<file path="config.mk">
export PLATFORM = sky130hd
export DESIGN_NAME = seg_scan_decoder
export DESIGN_NICKNAME = d
export VERILOG_FILES = /design/src/rtl/seg7_pkg.sv /design/src/rtl/seg7_pattern_decoder.sv /design/src/rtl/seg_scan_decoder.sv
export SDC_FILE = /design/constraint.sdc
export NUM_CORES = 1
export LEC_CHECK = 0
export BUFFER_PORTS_ARGS = -buffer_cell sky130_fd_sc_hd__buf_4
export CORE_AREA = 2 2 83 85
export DETAILED_ROUTE_END_ITERATION = 10
export DIE_AREA = 0 0 85 87
export GPL_TIMING_DRIVEN = 0
export PLACE_DENSITY_LB_ADDON = 0.08
export SETUP_SLACK_MARGIN = 0.05
export SYNTH_ARGS = -nofsm -noshare
export SYNTH_HDL_FRONTEND = slang
export SYNTH_SLANG_ARGS = --single-unit
</file>
<file path="constraint.sdc">
create_clock -name i_clk -period 2.09 [get_ports i_clk]
set_input_delay 0.418 -clock i_clk [delete_from_list [all_inputs] [get_ports i_clk]]
set_output_delay 0.418 -clock i_clk [all_outputs]
set_load 0.005 [all_outputs]
</file>
<file path="src/rtl/seg7_pkg.sv">
// Shared seven-segment definitions: active-low patterns, bus sizes and
// select-line classification used by the scan decoder.
package seg7_pkg;

  localparam int SEG_W      = 7;
  localparam int NUM_DIGITS = 4;

  localparam logic [SEG_W-1:0] SEG_0 = 7'b1000000;
  localparam logic [SEG_W-1:0] SEG_1 = 7'b1111001;
  localparam logic [SEG_W-1:0] SEG_2 = 7'b0100100;
  localparam logic [SEG_W-1:0] SEG_3 = 7'b0110000;
  localparam logic [SEG_W-1:0] SEG_4 = 7'b0011001;
  localparam logic [SEG_W-1:0] SEG_5 = 7'b0010010;
  localparam logic [SEG_W-1:0] SEG_6 = 7'b0000010;
  localparam logic [SEG_W-1:0] SEG_7 = 7'b1111000;
  localparam logic [SEG_W-1:0] SEG_8 = 7'b0000000;
  localparam logic [SEG_W-1:0] SEG_9 = 7'b0011000;
  localparam logic [SEG_W-1:0] SEG_A = 7'b0001000;
  localparam logic [SEG_W-1:0] SEG_B = 7'b0000011;
  localparam logic [SEG_W-1:0] SEG_C = 7'b1000110;
  localparam logic [SEG_W-1:0] SEG_D = 7'b0100001;
  localparam logic [SEG_W-1:0] SEG_E = 7'b0000110;
  localparam logic [SEG_W-1:0] SEG_F = 7'b0001110;

  typedef enum logic [1:0] {
    SEL_BLANK = 2'd0,
    SEL_VALID = 2'd1,
    SEL_ERR   = 2'd2
  } sel_class_e;

  typedef struct packed {
    sel_class_e cls;
    logic [1:0] idx;
  } sel_info_t;

  typedef enum logic [1:0] {
    ST_IDLE     = 2'd0,
    ST_SETTLE   = 2'd1,
    ST_CAPTURED = 2'd2
  } scan_state_e;

  function automatic sel_info_t classify_sel(input logic [NUM_DIGITS-1:0] sel);
    sel_info_t info;
    info.cls = SEL_ERR;
    info.idx = 2'd0;
    case (sel)
      4'b1111: info.cls = SEL_BLANK;
      4'b1110: begin info.cls = SEL_VALID; info.idx = 2'd0; end
      4'b1101: begin info.cls = SEL_VALID; info.idx = 2'd1; end
      4'b1011: begin info.cls = SEL_VALID; info.idx = 2'd2; end
      4'b0111: begin info.cls = SEL_VALID; info.idx = 2'd3; end
      default: info.cls = SEL_ERR;
    endcase
    return info;
  endfunction

endpackage

</file>
<file path="src/rtl/seg7_pattern_decoder.sv">
// Combinational reverse lookup: active-low segment pattern to hex digit.
// Unrecognised patterns report value 0 with known cleared.
module seg7_pattern_decoder
  import seg7_pkg::*;
(
  input  logic [SEG_W-1:0] pattern_i,
  output logic [3:0]       value_o,
  output logic             known_o
);

  // Table lookup against the shared encoder patterns
  always_comb begin
    value_o = 4'h0;
    known_o = 1'b1;
    case (pattern_i)
      SEG_0:   value_o = 4'h0;
      SEG_1:   value_o = 4'h1;
      SEG_2:   value_o = 4'h2;
      SEG_3:   value_o = 4'h3;
      SEG_4:   value_o = 4'h4;
      SEG_5:   value_o = 4'h5;
      SEG_6:   value_o = 4'h6;
      SEG_7:   value_o = 4'h7;
      SEG_8:   value_o = 4'h8;
      SEG_9:   value_o = 4'h9;
      SEG_A:   value_o = 4'hA;
      SEG_B:   value_o = 4'hB;
      SEG_C:   value_o = 4'hC;
      SEG_D:   value_o = 4'hD;
      SEG_E:   value_o = 4'hE;
      SEG_F:   value_o = 4'hF;
      default: begin
        value_o = 4'h0;
        known_o = 1'b0;
      end
    endcase
  end

endmodule

</file>
<file path="src/rtl/seg_scan_decoder.sv">
// Loopback monitor for a multiplexed active-low 4-digit 7-segment bus:
// glitch-filters each digit dwell, assembles frames, presents them on valid/ready.
module seg_scan_decoder
  import seg7_pkg::*;
#(
  parameter int STABLE_CYCLES = 4
) (
  input  logic                    i_clk,
  input  logic                    i_rst_n,
  input  logic [SEG_W-1:0]        i_seg,
  input  logic [NUM_DIGITS-1:0]   i_dig_sel,
  input  logic                    i_ready,
  output logic [4*NUM_DIGITS-1:0] o_value,
  output logic [NUM_DIGITS-1:0]   o_known,
  output logic                    o_valid,
  output logic                    o_overrun,
  output logic                    o_sel_err
);

  localparam int               CNT_W   = $clog2(STABLE_CYCLES + 1);
  localparam logic [CNT_W-1:0] CNT_MAX = CNT_W'(STABLE_CYCLES);
  localparam logic [CNT_W-1:0] CNT_ONE = CNT_W'(32'd1);

  sel_info_t                 sel_s;
  logic                      same_s;
  logic                      capture_s;
  logic                      frame_done_s;
  logic [3:0]                dec_val_s;
  logic                      dec_known_s;

  scan_state_e               state_q, state_d;
  logic [CNT_W-1:0]          cnt_q, cnt_d;
  logic [NUM_DIGITS-1:0]     last_sel_q;
  logic [SEG_W-1:0]          last_seg_q;
  logic [NUM_DIGITS-1:0]     mask_q, mask_d;
  logic [4*NUM_DIGITS-1:0]   stage_val_q, stage_val_d;
  logic [NUM_DIGITS-1:0]     stage_known_q, stage_known_d;
  logic [4*NUM_DIGITS-1:0]   value_q, value_d;
  logic [NUM_DIGITS-1:0]     known_q, known_d;
  logic                      valid_q, valid_d;
  logic                      overrun_q, overrun_d;
  logic                      sel_err_q, sel_err_d;

  seg7_pattern_decoder u_dec (
    .pattern_i (i_seg),
    .value_o   (dec_val_s),
    .known_o   (dec_known_s)
  );

  // Next-state: dwell filter, staging/mask update and output handshake
  always_comb begin
    sel_s         = classify_sel(i_dig_sel);
    same_s        = (i_dig_sel == last_sel_q) && (i_seg == last_seg_q);
    state_d       = ST_IDLE;
    cnt_d         = {CNT_W{1'b0}};
    capture_s     = 1'b0;
    mask_d        = mask_q;
    stage_val_d   = stage_val_q;
    stage_known_d = stage_known_q;
    value_d       = value_q;
    known_d       = known_q;
    valid_d       = valid_q;
    overrun_d     = 1'b0;
    sel_err_d     = (sel_s.cls == SEL_ERR);

    if (sel_s.cls == SEL_VALID) begin
      if (same_s) begin
        cnt_d = (cnt_q == CNT_MAX) ? CNT_MAX : cnt_q + 1'b1;
      end else begin
        cnt_d = CNT_ONE;
      end
      // A dwell that already captured stays quiet until sample or select changes
      if (same_s && (state_q == ST_CAPTURED)) begin
        state_d = ST_CAPTURED;
      end else if (cnt_d == CNT_MAX) begin
        state_d   = ST_CAPTURED;
        capture_s = 1'b1;
      end else begin
        state_d = ST_SETTLE;
      end
    end else begin
      state_d = ST_IDLE;
      cnt_d   = {CNT_W{1'b0}};
    end

    frame_done_s = (mask_q == {NUM_DIGITS{1'b1}});
    for (int k = 0; k < NUM_DIGITS; k++) begin
      if (capture_s && (sel_s.idx == k[1:0])) begin
        mask_d[k]              = 1'b1;
        stage_val_d[4*k +: 4]  = dec_val_s;
        stage_known_d[k]       = dec_known_s;
      end else begin
        mask_d[k]              = frame_done_s ? 1'b0 : mask_q[k];
        stage_val_d[4*k +: 4]  = stage_val_q[4*k +: 4];
        stage_known_d[k]       = stage_known_q[k];
      end
    end

    if (frame_done_s) begin
      value_d   = stage_val_q;
      known_d   = stage_known_q;
      valid_d   = 1'b1;
      overrun_d = valid_q && !i_ready;
    end else if (valid_q && i_ready) begin
      valid_d = 1'b0;
    end else begin
      valid_d = valid_q;
    end
  end

  // State registers with asynchronous active-low reset
  always_ff @(posedge i_clk or negedge i_rst_n) begin
    if (!i_rst_n) begin
      state_q       <= ST_IDLE;
      cnt_q         <= {CNT_W{1'b0}};
      last_sel_q    <= {NUM_DIGITS{1'b0}};
      last_seg_q    <= {SEG_W{1'b0}};
      mask_q        <= {NUM_DIGITS{1'b0}};
      stage_val_q   <= {(4*NUM_DIGITS){1'b0}};
      stage_known_q <= {NUM_DIGITS{1'b0}};
      value_q       <= {(4*NUM_DIGITS){1'b0}};
      known_q       <= {NUM_DIGITS{1'b0}};
      valid_q       <= 1'b0;
      overrun_q     <= 1'b0;
      sel_err_q     <= 1'b0;
    end else begin
      state_q       <= state_d;
      cnt_q         <= cnt_d;
      last_sel_q    <= i_dig_sel;
      last_seg_q    <= i_seg;
      mask_q        <= mask_d;
      stage_val_q   <= stage_val_d;
      stage_known_q <= stage_known_d;
      value_q       <= value_d;
      known_q       <= known_d;
      valid_q       <= valid_d;
      overrun_q     <= overrun_d;
      sel_err_q     <= sel_err_d;
    end
  end

  assign o_value   = value_q;
  assign o_known   = known_q;
  assign o_valid   = valid_q;
  assign o_overrun = overrun_q;
  assign o_sel_err = sel_err_q;

endmodule
</file>
==> results of run 1 <==
registers in the layout, indices dropped and copies added, names as in the netlist, 2 cells and up:
name,flops
o_value,16
cnt_q,3
o_known,4
stage_val_q,16
last_seg_q,7
mask_q,4
stage_known_q,4
state_q,2
last_sel_q,4
cells by family after synthesis:
group,Yosys count,share of synthesized area
AOI/OAI and AO/OA,26,0.0623
xor gates and xnor gates,15,0.0458
adders and majority gates,3,0.0122
buffers and inverters,17,0.0270
DFF,63,0.549
muxes,41,0.160
and+or+nand+nor,64,0.143
final cells by class:
| type | count | area (um2) |
|---|---|---|
| flip-flops and latches | 63 | 1580 |
| clock inverters | 6 | 61.3 |
| plain buffers | 15 | 76.3 |
| fillers | 566 | 3000 |
| multi-input cells | 149 | 1290 |
| clock buffers | 10 | 128 |
| repair buffers | 40 | 325 |
| well taps | 80 | 100 |
| inverters | 2 | 7.51 |
per-stage QoR:
stage / std cells / TNS, ns
CTS: 363 / 0
global placement: 345 / -4.48
detailed placement: 345 / -4.65
finish: 365 / 0
global route: 365 / -0.00657
floorplan: 229 / 0
synthesized netlist by cell type, drive strengths merged:
cell     instances  area (um2)
a31o             1        8.76
and2             1        6.26
or4b             1        10.0
xor2            13         114
o32ai            1        8.76
a2bb2oi          1        8.76
mux2i            1        10.0
nand3b           6        45.0
ha               2        25.0
dfrtp           63        1580
a21boi           1        7.51
and3             3        18.8
and3b            1        8.76
nand4b           3        26.3
nor4b            2        17.5
o31ai            1        7.51
nor4             2        25.0
o2bb2ai          1        8.76
o31a             1        8.76
xnor2            2        17.5
a211oi           3        22.5
clkbuf           8        30.0
buf              7        40.0
nor2b            2        12.5
inv              2        7.51
nand2b           4        25.0
or3b             1        8.76
nor2             9        33.8
o21ai            4        20.0
nor4bb           1        10.0
nand4            2        18.8
a22o             2        17.5
mux2            40         450
or2              1        6.26
a21oi            6        30.0
nand2           11        41.3
nand3            3        20.0
nor3            11        77.6
a21o             4        30.0
maj3             1        10.0
worst paths after layout:
kind	slack, ns	to
max in group asynchronous	1.41	o_value[8]$_DFFE_PN0P_
worst max register to register	0.08	stage_val_q[9]$_DFFE_PN0P_
worst min register to register	0.48	mask_q[2]$_DFFE_PN0P_
worst max-delay path	0.08	stage_val_q[9]$_DFFE_PN0P_
min in group i_clk	0.19	last_seg_q[0]$_DFF_PN0_
worst min-delay path	0.16	last_seg_q[6]$_DFF_PN0_
layer usage:
layer  track usage  vias up  wire length [um]
met1         0.214      948              2700
met5             0        -                 0
met2         0.229       34              2390
met3        0.0322       11               187
met4        0.0851        0               116
li1              -      919                 -
report_power, final:
part | switching, mW | leakage [nW] | internal (mW)
Sequential | 0.00680 | 0.845 | 1.23
Combinational | 0.106 | 0.848 | 0.0657
Clock | 0.482 | 0.0960 | 0.546
Total | 0.595 | 1.79 | 1.85
timing repair:
| action | CTS | global route |
|---|---|---|
| gates cloned | 0 | 0 |
| endpoints found under the setup margin | 15 | 20 |
| setup buffers | 2 | 2 |
| endpoints found under the hold margin | 0 | 0 |
| pin swaps | 2 | 6 |
| resized for setup | 1 | 19 |
==> out/results.tsv, run 1 <==
stage	metric	value	unit
timing	fin_skew	0.00823	ns
routing	via_count	1912	
flow_run	cap_violations	0	
setup_path	critPathTopFamily	flip-flops	
setup_path	r2r-start	cnt_q[1]$_DFF_PN0_	
setup_path	cp-startpoint	cnt_q[1]$_DFF_PN0_	
setup_path	critPathMaxStageDelay	0.41	ns
logic_synthesis	synth_seq_area_share	0.549	
global_route	grt_overflow	0	
cells_and_area	synthToLayoutAreaGrowth	24.3	%
die	start_util	0.437	
die	die_y	87	um
setup_path	crit_slowest_cell	dfrtp_1	
global_route	grt_pass1_vias	1783	
timing	setup_violations	0	
global_route	grt_max_degree	64	
cells_and_area	final_common_cell	dfrtp_1	
placement	globalplace.congestion	0.815	
logic_synthesis	synth_nets	245	
placement	dp_slack	-0.332	ns
clock_network	cts.htree.levels	3	
cells_and_area	nNetsFinal	296	
timing	holdWs	0.162	ns
die	die_w	85	um
routing	drc	0	
timing	timing.fmax	497	MHz
routing	drt_iter0_markers	90	
pwr	peakVddDrop	0.000353	V
run_status	run_status	completed	
placement	post_dp_cell_area	3240	um2
timing	hold_viol_final	0	
routing	ant_nets	0	
setup_path	path_class	reg -> reg	
routing	vias_per_cell	5.24	
clock_network	cts_tree	done	
routing	wirelength	5.39	mm
timing	worst_slack	0.0760	ns
die	dieArea	7400	um2
clock_network	clock-sinks	63	
routing	wl_per_cell	14.8	um
setup_path	required	2.31	ns
routing	first_pass_iters	4	
global_route	grt_pass1_wl	8.78	mm
setup_path	r2r_cells	7	
global_route	antenna_found_initial	0	
pwr	power.total	2.44	mW
cells_and_area	final_cell_area	3570	um2
die	pin_count	37	
pwr	power_density	684	nW/um2
clock_network	cts_made_buffers	9	
placement	dpl.hpwl	3.62	mm
global_route	grt_use_total	0.155	
placement	numPortBuffers	36	
cells_and_area	layout_common_cells	dfrtp_1 (63), buf_4 (38), mux2_2 (20)	
clock_network	path_clk_slew	0.07	ns
setup_path	worstSetupEndpointType	flop	
timing	rsz0062_at_grt	true	
setup_path	worstSetupPathDepth	7	
timing	timing.final.crit_period	2.01	ns
logic_synthesis	ys_ff_latch	63	
logic_synthesis	synth_area_per_cell	12.5	um2
timing	slew_violations	0	
timing	worstMarginPinSlew	0.792	ns
setup_path	crit_chain	ha_4 -> xnor2_2 -> o31a_1 -> nand2b_4 -> nor3_4 -> buf_12 -> mux2_4	
setup_path	path_max_fanout	6	
logic_synthesis	syn_inst	229	
die	core	6570	um2
setup_path	cp_data_arrival_time	2.23	ns
pwr	p_leak	1.79	nW
logic_synthesis	yosys_warnings	0	
timing	relSlewSlack	0.472	
hold_path	hold_class	in -> async	
cells_and_area	final_util	0.543	
setup_path	worst_setup_path_start_kind	flop	
cells_and_area	drive_above_1_share	0.365	
cells_and_area	antenna_cells	0	
clock_network	cts.hold.buffers_added	0	
timing	fin_crit_sh	0.964	
die	rows	30	
setup_path	cp_num_buf_inv	1	
clock_network	cts_root_buf	clkbuf_8	
logic_synthesis	yosysUniqueCellTypes	47	
clock_network	cts_buffer_depth	2	
clock_network	worstSkewPairLatency	0.34	ns
logic_synthesis	syn-cell-area	2870	um2
No activity file was read; power rests on OpenSTA's default activity.
==> run 2, diff against run 1 <==
- CORE_AREA: 2 2 83 85 -> 2 2 85 87
- DIE_AREA: 0 0 85 87 -> 0 0 87 89
- GPL_TIMING_DRIVEN: 0 -> not set
- REMOVE_ABC_BUFFERS: not set -> 1
- SYNTH_HIERARCHICAL: not set -> 1
==> out/results.tsv, run 2 <==
stage	metric	value	unit	change
placement	dp_slack	0.122	ns	+0.454 ns
logic_synthesis	synth_top_area_frac	0.530		-0.0189
cells_and_area	final_common_cell	dfrtp_1		
logic_synthesis	synth_top_area_cell	dfrtp_1		
die	start_util	0.443		+0.00550
clock_network	cts_made_buffers	9		unchanged
global_route	antenna_found_initial	0		unchanged
pwr	p_leak	1.77	nW	-0.89%
timing	holdWs	0.161	ns	-0.00123 ns
logic_synthesis	synth_area_per_cell	13.2	um2	+5.4%
global_route	grt_use_total	0.155		+0.000169
setup_path	cp_num_buf_inv	1		unchanged
timing	worstMarginPinSlew	0.779	ns	-0.0134 ns
cells_and_area	drive_above_1_share	0.357		-0.00829
pwr	power_density	702	nW/um2	+2.6%
logic_synthesis	synth_edf_count	0		unchanged
cells_and_area	synthToLayoutAreaGrowth	18.2	%	
logic_synthesis	syn-cell-area	2970	um2	+3.6%
logic_synthesis	yosysUniqueCellTypes	52		+11%
placement	globalplace.congestion	0.757		-7.2%
clock_network	cts_buffer_depth	2		unchanged
die	dieArea	7740	um2	+4.7%
timing	worst_slack	0.238	ns	+0.162 ns
cells_and_area	multi_input_area	1290	um2	-0.48%
cells_and_area	nFillCells	614		+8.5%
global_route	grt_overflow	0		unchanged
placement	numPortBuffers	36		unchanged
cells_and_area	antenna_cells	0		unchanged
timing	timing.fmax	540	MHz	+8.7%
logic_synthesis	ys_top_cells_by_count	dfrtp_1 (63), mux2_1 (20), mux2_2 (20)		
clock_network	cts-resized-gates	0		-1
logic_synthesis	yosys_warnings	6		+6
logic_synthesis	ys_top_cells_by_area	dfrtp_1 (53%), mux2_1 (7.6%), mux2_2 (7.6%)		
global_route	grt_max_degree	64		unchanged
routing	first_pass_iters	4		unchanged
cells_and_area	layout_common_cells	dfrtp_1 (63), buf_4 (43), mux2_1 (20), mux2_2 (20), nand2_1 (19)		
cells_and_area	final_cell_area	3510	um2	-1.5%
run_status	run_status	completed		
cells_and_area	nNetsFinal	283		-4.4%
clock_network	worstSkewPairLatency	0.33	ns	about the same
timing	hold_viol_final	0		unchanged
logic_synthesis	syn_inst	225		-1.7%
routing	ant_nets	0		unchanged
timing	fin_skew	0.00759	ns	-0.000640 ns
timing	setup_violations	0		unchanged
routing	drt_iter0_markers	92		+2.2%
setup_path	worstSetupEndpointType	flop		
pwr	peakVddDrop	0.000432	V	+22%
die	die_y	89	um	+2.3%
clock_network	clock-sinks	63		unchanged
die	core	6720	um2	+2.3%
setup_path	path_max_fanout	6		unchanged
clock_network	cts_root_buf	clkbuf_8		
flow_run	cap_violations	0		unchanged
clock_network	cts.hold.buffers_added	0		unchanged
setup_path	cp_data_arrival_time	2.07	ns	-0.16 ns
timing	relSlewSlack	0.474		+0.00212
timing	timing.final.crit_period	1.85	ns	-0.162 ns
global_route	grt_pass1_vias	1799		+0.90%
timing	tns	0	ns	unchanged
cells_and_area	seq_area	1580	um2	unchanged
routing	drc	0		unchanged
logic_synthesis	synth_seq_area_share	0.530		-0.0189
clock_network	path_clk_slew	0.07	ns	about the same
logic_synthesis	synth-async-reset-ratio	1.00		unchanged
pwr	power.total	2.47	mW	+1.0%
timing	slew_violations	0		unchanged
hold_path	hold_class	in -> async		
routing	via_count	1822		-4.7%
global_route	grt_pass1_wl	9.14	mm	+4.1%
setup_path	path_class	reg -> reg		
setup_path	required	2.30	ns	about the same
clock_network	post_cts_buffers	0		-2
setup_path	crit_chain	ha_1 -> xor2_1 -> a21boi_1 -> nor2_2 -> buf_4 -> nand4_4 -> mux2_1		
setup_path	critPathTopFamily	flip-flops		
setup_path	critPathMaxStageDelay	0.40	ns	about the same
logic_synthesis	ys_ff_latch	63		unchanged
die	pin_count	37		unchanged
die	rows	30		unchanged
placement	dpl.hpwl	3.63	mm	+0.25%
setup_path	crit_slowest_cell	dfrtp_1		
logic_synthesis	synthFlopType	dfrtp_1		
setup_path	worst_setup_path_start_kind	flop		
routing	vias_per_cell	5.18		-1.2%
clock_network	cts_tree	done		
clock_network	cts.htree.levels	3		unchanged
routing	wirelength	5.40	mm	+0.17%
placement	post_dp_cell_area	3320	um2	+2.4%
timing	fin_crit_sh	0.886		-0.0774
logic_synthesis	synth_most_common_cell	dfrtp_1		
routing	wl_per_cell	15.3	um	+3.9%
die	die_w	87	um	+2.4%
timing	rsz0062_at_grt	false		
[run 2: cell types whose count changed in the layout (fill, tap and decap cells not counted), sizes merged, moves of 4 or more]
cell / previous run / this run
xor2: 13 / 1
a21o: 4 / 0
clkbuf: 18 / 9
nand2: 11 / 19
nand4: 2 / 6
nor3: 11 / 4
xnor2: 2 / 14
[run 2: metrics by stage]
stage / utilization / instances
floorplan: - / 212
CTS: 0.523 / 352
finish: 0.523 / 352
global route: 0.523 / 352
global placement: 0.494 / 336
detailed placement: 0.494 / 336
[run 2: where the power goes]
group	leakage [nW]	internal [mW]	switching (mW)	total [mW]
clock network	0.0956	0.552	0.490	1.04
registers	0.850	1.23	0.00815	1.24
logic	0.828	0.0736	0.109	0.182
[run 2: cells by family after synthesis]
family	count (synthesis)	share of synthesized area
AOI/OAI and AO/OA	24	0.0631
xor gates and xnor gates	15	0.0555
adders and majority gates	2	0.00841
buffers and inverters	16	0.0370
DFF	63	0.530
muxes	41	0.155
and+or+nand+nor	64	0.151
[run 2: final timing paths]
kind,start,end,slack (ns),cells after the start
max reg2reg,cnt_q[0]$_DFF_PN0_,stage_val_q[13]$_DFFE_PN0P_,0.24,7
min reg2reg,mask_q[1]$_DFFE_PN0P_,mask_q[1]$_DFFE_PN0P_,0.48,2
max,cnt_q[0]$_DFF_PN0_,stage_val_q[13]$_DFFE_PN0P_,0.24,7
max in group asynchronous,i_rst_n,o_value[10]$_DFFE_PN0P_,1.39,1
min,i_rst_n,last_sel_q[3]$_DFF_PN0_,0.16,1
min in group i_clk,i_seg[5],last_seg_q[5]$_DFF_PN0_,0.25,1
[run 2: cell type report]
class,count,area share
Tap cell,80,0.0285
Multi-Input combinational cell,146,0.366
Timing Repair Buffer,44,0.0975
Clock inverter,7,0.0206
Clock buffer,9,0.0352
Inverter,3,0.00320
Sequential cell,63,0.449
[run 2: metal layers]
metal,GRT usage,share of wire,vias up
met5,0,0,-
met4,0.0639,0.013,0
met3,0.0342,0.032,8
met2,0.235,0.47,34
met1,0.216,0.49,893
li1,-,-,887
==> run 3, diff against run 2 <==
==> constraint.sdc (replaced) <==
create_clock -name i_clk -period 2.09 [get_ports i_clk]
set_input_delay 0.209 -clock i_clk [delete_from_list [all_inputs] [get_ports i_clk]]
set_output_delay 0.209 -clock i_clk [all_outputs]
set_load 0.005 [all_outputs]
==> out/results.tsv, run 3 (same netlist as run 2, synthesis figures left out) <==
stage	metric	value	unit	change
clock_network	cts_root_buf	clkbuf_8		
clock_network	path_clk_slew	0.08	ns	about the same
placement	dpl.hpwl	3.56	mm	-1.8%
global_route	grt_pass1_wl	8.95	mm	-2.0%
timing	fin_skew	0.0105	ns	+0.00290 ns
clock_network	cts_buffer_depth	2		unchanged
clock_network	cts-resized-gates	0		unchanged
setup_path	worst_setup_path_start_kind	flop		
clock_network	cts.htree.levels	3		unchanged
clock_network	cts_tree	done		
timing	timing.fmax	543	MHz	+0.61%
cells_and_area	layout.cells.non_filler	350		-0.57%
timing	worstMarginPinSlew	0.788	ns	+0.00937 ns
placement	numPortBuffers	36		unchanged
setup_path	required	2.31	ns	about the same
setup_path	path_max_fanout	6		unchanged
timing	slew_violations	0		unchanged
timing	timing.final.crit_period	1.84	ns	-0.0112 ns
pwr	peakVddDrop	0.000543	V	+26%
routing	first_pass_iters	4		unchanged
setup_path	critPathTopFamily	flip-flops		
placement	post_dp_cell_area	3280	um2	-1.1%
routing	via_count	1831		+0.49%
placement	place_inst	333		-0.89%
die	dieArea	7740	um2	unchanged
cells_and_area	final_common_cell	dfrtp_1		
die	rows	30		unchanged
clock_network	cts_made_buffers	9		unchanged
timing	tns	0	ns	unchanged
cells_and_area	nFillCells	589		-4.1%
global_route	antenna_found_initial	0		unchanged
setup_path	path_class	reg -> reg		
setup_path	crit_chain	ha_1 -> xor2_1 -> a21boi_1 -> nor2_2 -> buf_4 -> nand4_4 -> mux2_1		
routing	wl_per_cell	15.0	um	-2.1%
die	core	6720	um2	unchanged
global_route	grt_pass1_vias	1770		-1.6%
timing	fin_crit_sh	0.881		-0.00538
run_status	run_status	completed		
routing	drc	0		unchanged
setup_path	critPathMaxStageDelay	0.40	ns	about the same
cells_and_area	final_cell_area	3520	um2	+0.18%
pwr	power.total	2.62	mW	+6.0%
cells_and_area	nNetsFinal	281		-0.71%
pwr	power_density	743	nW/um2	+5.8%
timing	holdWs	0.0459	ns	-0.115 ns
clock_network	worstSkewPairLatency	0.34	ns	about the same
setup_path	worstSetupEndpointType	flop		
cells_and_area	synthToLayoutAreaGrowth	18.4	%	
routing	wirelength	5.26	mm	-2.6%
setup_path	rrSetupSlack	0.25	ns	about the same
cells_and_area	drive_above_1_share	0.348		-0.00847
pwr	p_leak	1.78	nW	+0.33%
timing	hold_viol_final	0		unchanged
global_route	grt_use_total	0.151		-0.00436
routing	ant_nets	0		unchanged
die	pin_count	37		unchanged
placement	globalplace.congestion	0.778		+2.8%
cells_and_area	layout_common_cells	dfrtp_1 (63), buf_4 (41), mux2_1 (20), mux2_2 (20), nand2_1 (19)		
global_route	grt_overflow	0		unchanged
setup_path	cp_num_buf_inv	1		unchanged
setup_path	cp_data_arrival_time	2.06	ns	about the same
timing	relSlewSlack	0.468		-0.00633
global_route	grt_max_degree	64		unchanged
timing	setup_violations	0		unchanged
hold_path	hold_class	in -> reg		
clock_network	clock-sinks	63		unchanged
cells_and_area	antenna_cells	0		unchanged
die	die_w	87	um	unchanged
flow_run	cap_violations	0		unchanged
clock_network	post_cts_buffers	0		unchanged
clock_network	cts.hold.buffers_added	1		+1
die	die_y	89	um	unchanged
setup_path	crit_slowest_cell	dfrtp_1		
timing	rsz0062_at_grt	false		
die	start_util	0.443		unchanged
routing	drt_iter0_markers	143		+55%
routing	vias_per_cell	5.23		+1.1%
## run 3: cell count changes in the layout (fill, tap and decap cells not counted)
cell           delta
buf_12            -1
clkinv_2          -2
buf_4             -2
clkinv_4          +2
bufinv_16         +1
inv_6             +1
dlygate4sd3_1     +1
clkinvlp_4        -2
## run 3: metrics by stage
| stage | setup WS [ns] | util |
|---|---|---|
| after floorplan | 0.281 | - |
| after global placement | 0.260 | 0.489 |
| after detailed placement | 0.247 | 0.489 |
| after CTS | 0.229 | 0.524 |
| after global routing | 0.140 | 0.524 |
| final | 0.249 | 0.524 |
## run 3: path summary, 6_finish.rpt
check                                            from                         end  cells after the start
max in group asynchronous                     i_rst_n        state_q[1]$_DFF_PN0_                      2
worst max register to register     cnt_q[0]$_DFF_PN0_  stage_val_q[4]$_DFFE_PN0P_                      7
worst max-delay path               cnt_q[0]$_DFF_PN0_  stage_val_q[4]$_DFFE_PN0P_                      7
worst min-delay path                     i_dig_sel[0]     last_sel_q[0]$_DFF_PN0_                      1
min in group asynchronous                     i_rst_n     last_seg_q[2]$_DFF_PN0_                      2
worst min register to register  mask_q[0]$_DFFE_PN0P_       mask_q[0]$_DFFE_PN0P_                      2
## run 3: layout make-up
cell class | instances | area (um2) | area share
clock buffer | 9 | 124 | 0.0352
clock inverter | 7 | 104 | 0.0295
inverter | 3 | 11.3 | 0.00320
multi-input combinational | 146 | 1290 | 0.366
sequential | 63 | 1580 | 0.448
tap | 80 | 100 | 0.0284
timing repair buffer | 42 | 318 | 0.0903
## run 3: layer usage
layer | global-route usage | up-vias | wire length [um]
met4 | 0.0511 | 0 | 47
met5 | 0 | - | 0
met1 | 0.218 | 916 | 2620
met2 | 0.216 | 30 | 2400
li1 | - | 880 | -
met3 | 0.0462 | 5 | 189
## run 3: report_power, final
group          switching (mW)  total [mW]  internal (mW)  leakage (nW)
Clock                   0.509        1.19          0.685         0.114
Combinational           0.108       0.179         0.0713         0.815
Sequential            0.00787        1.24           1.23         0.850
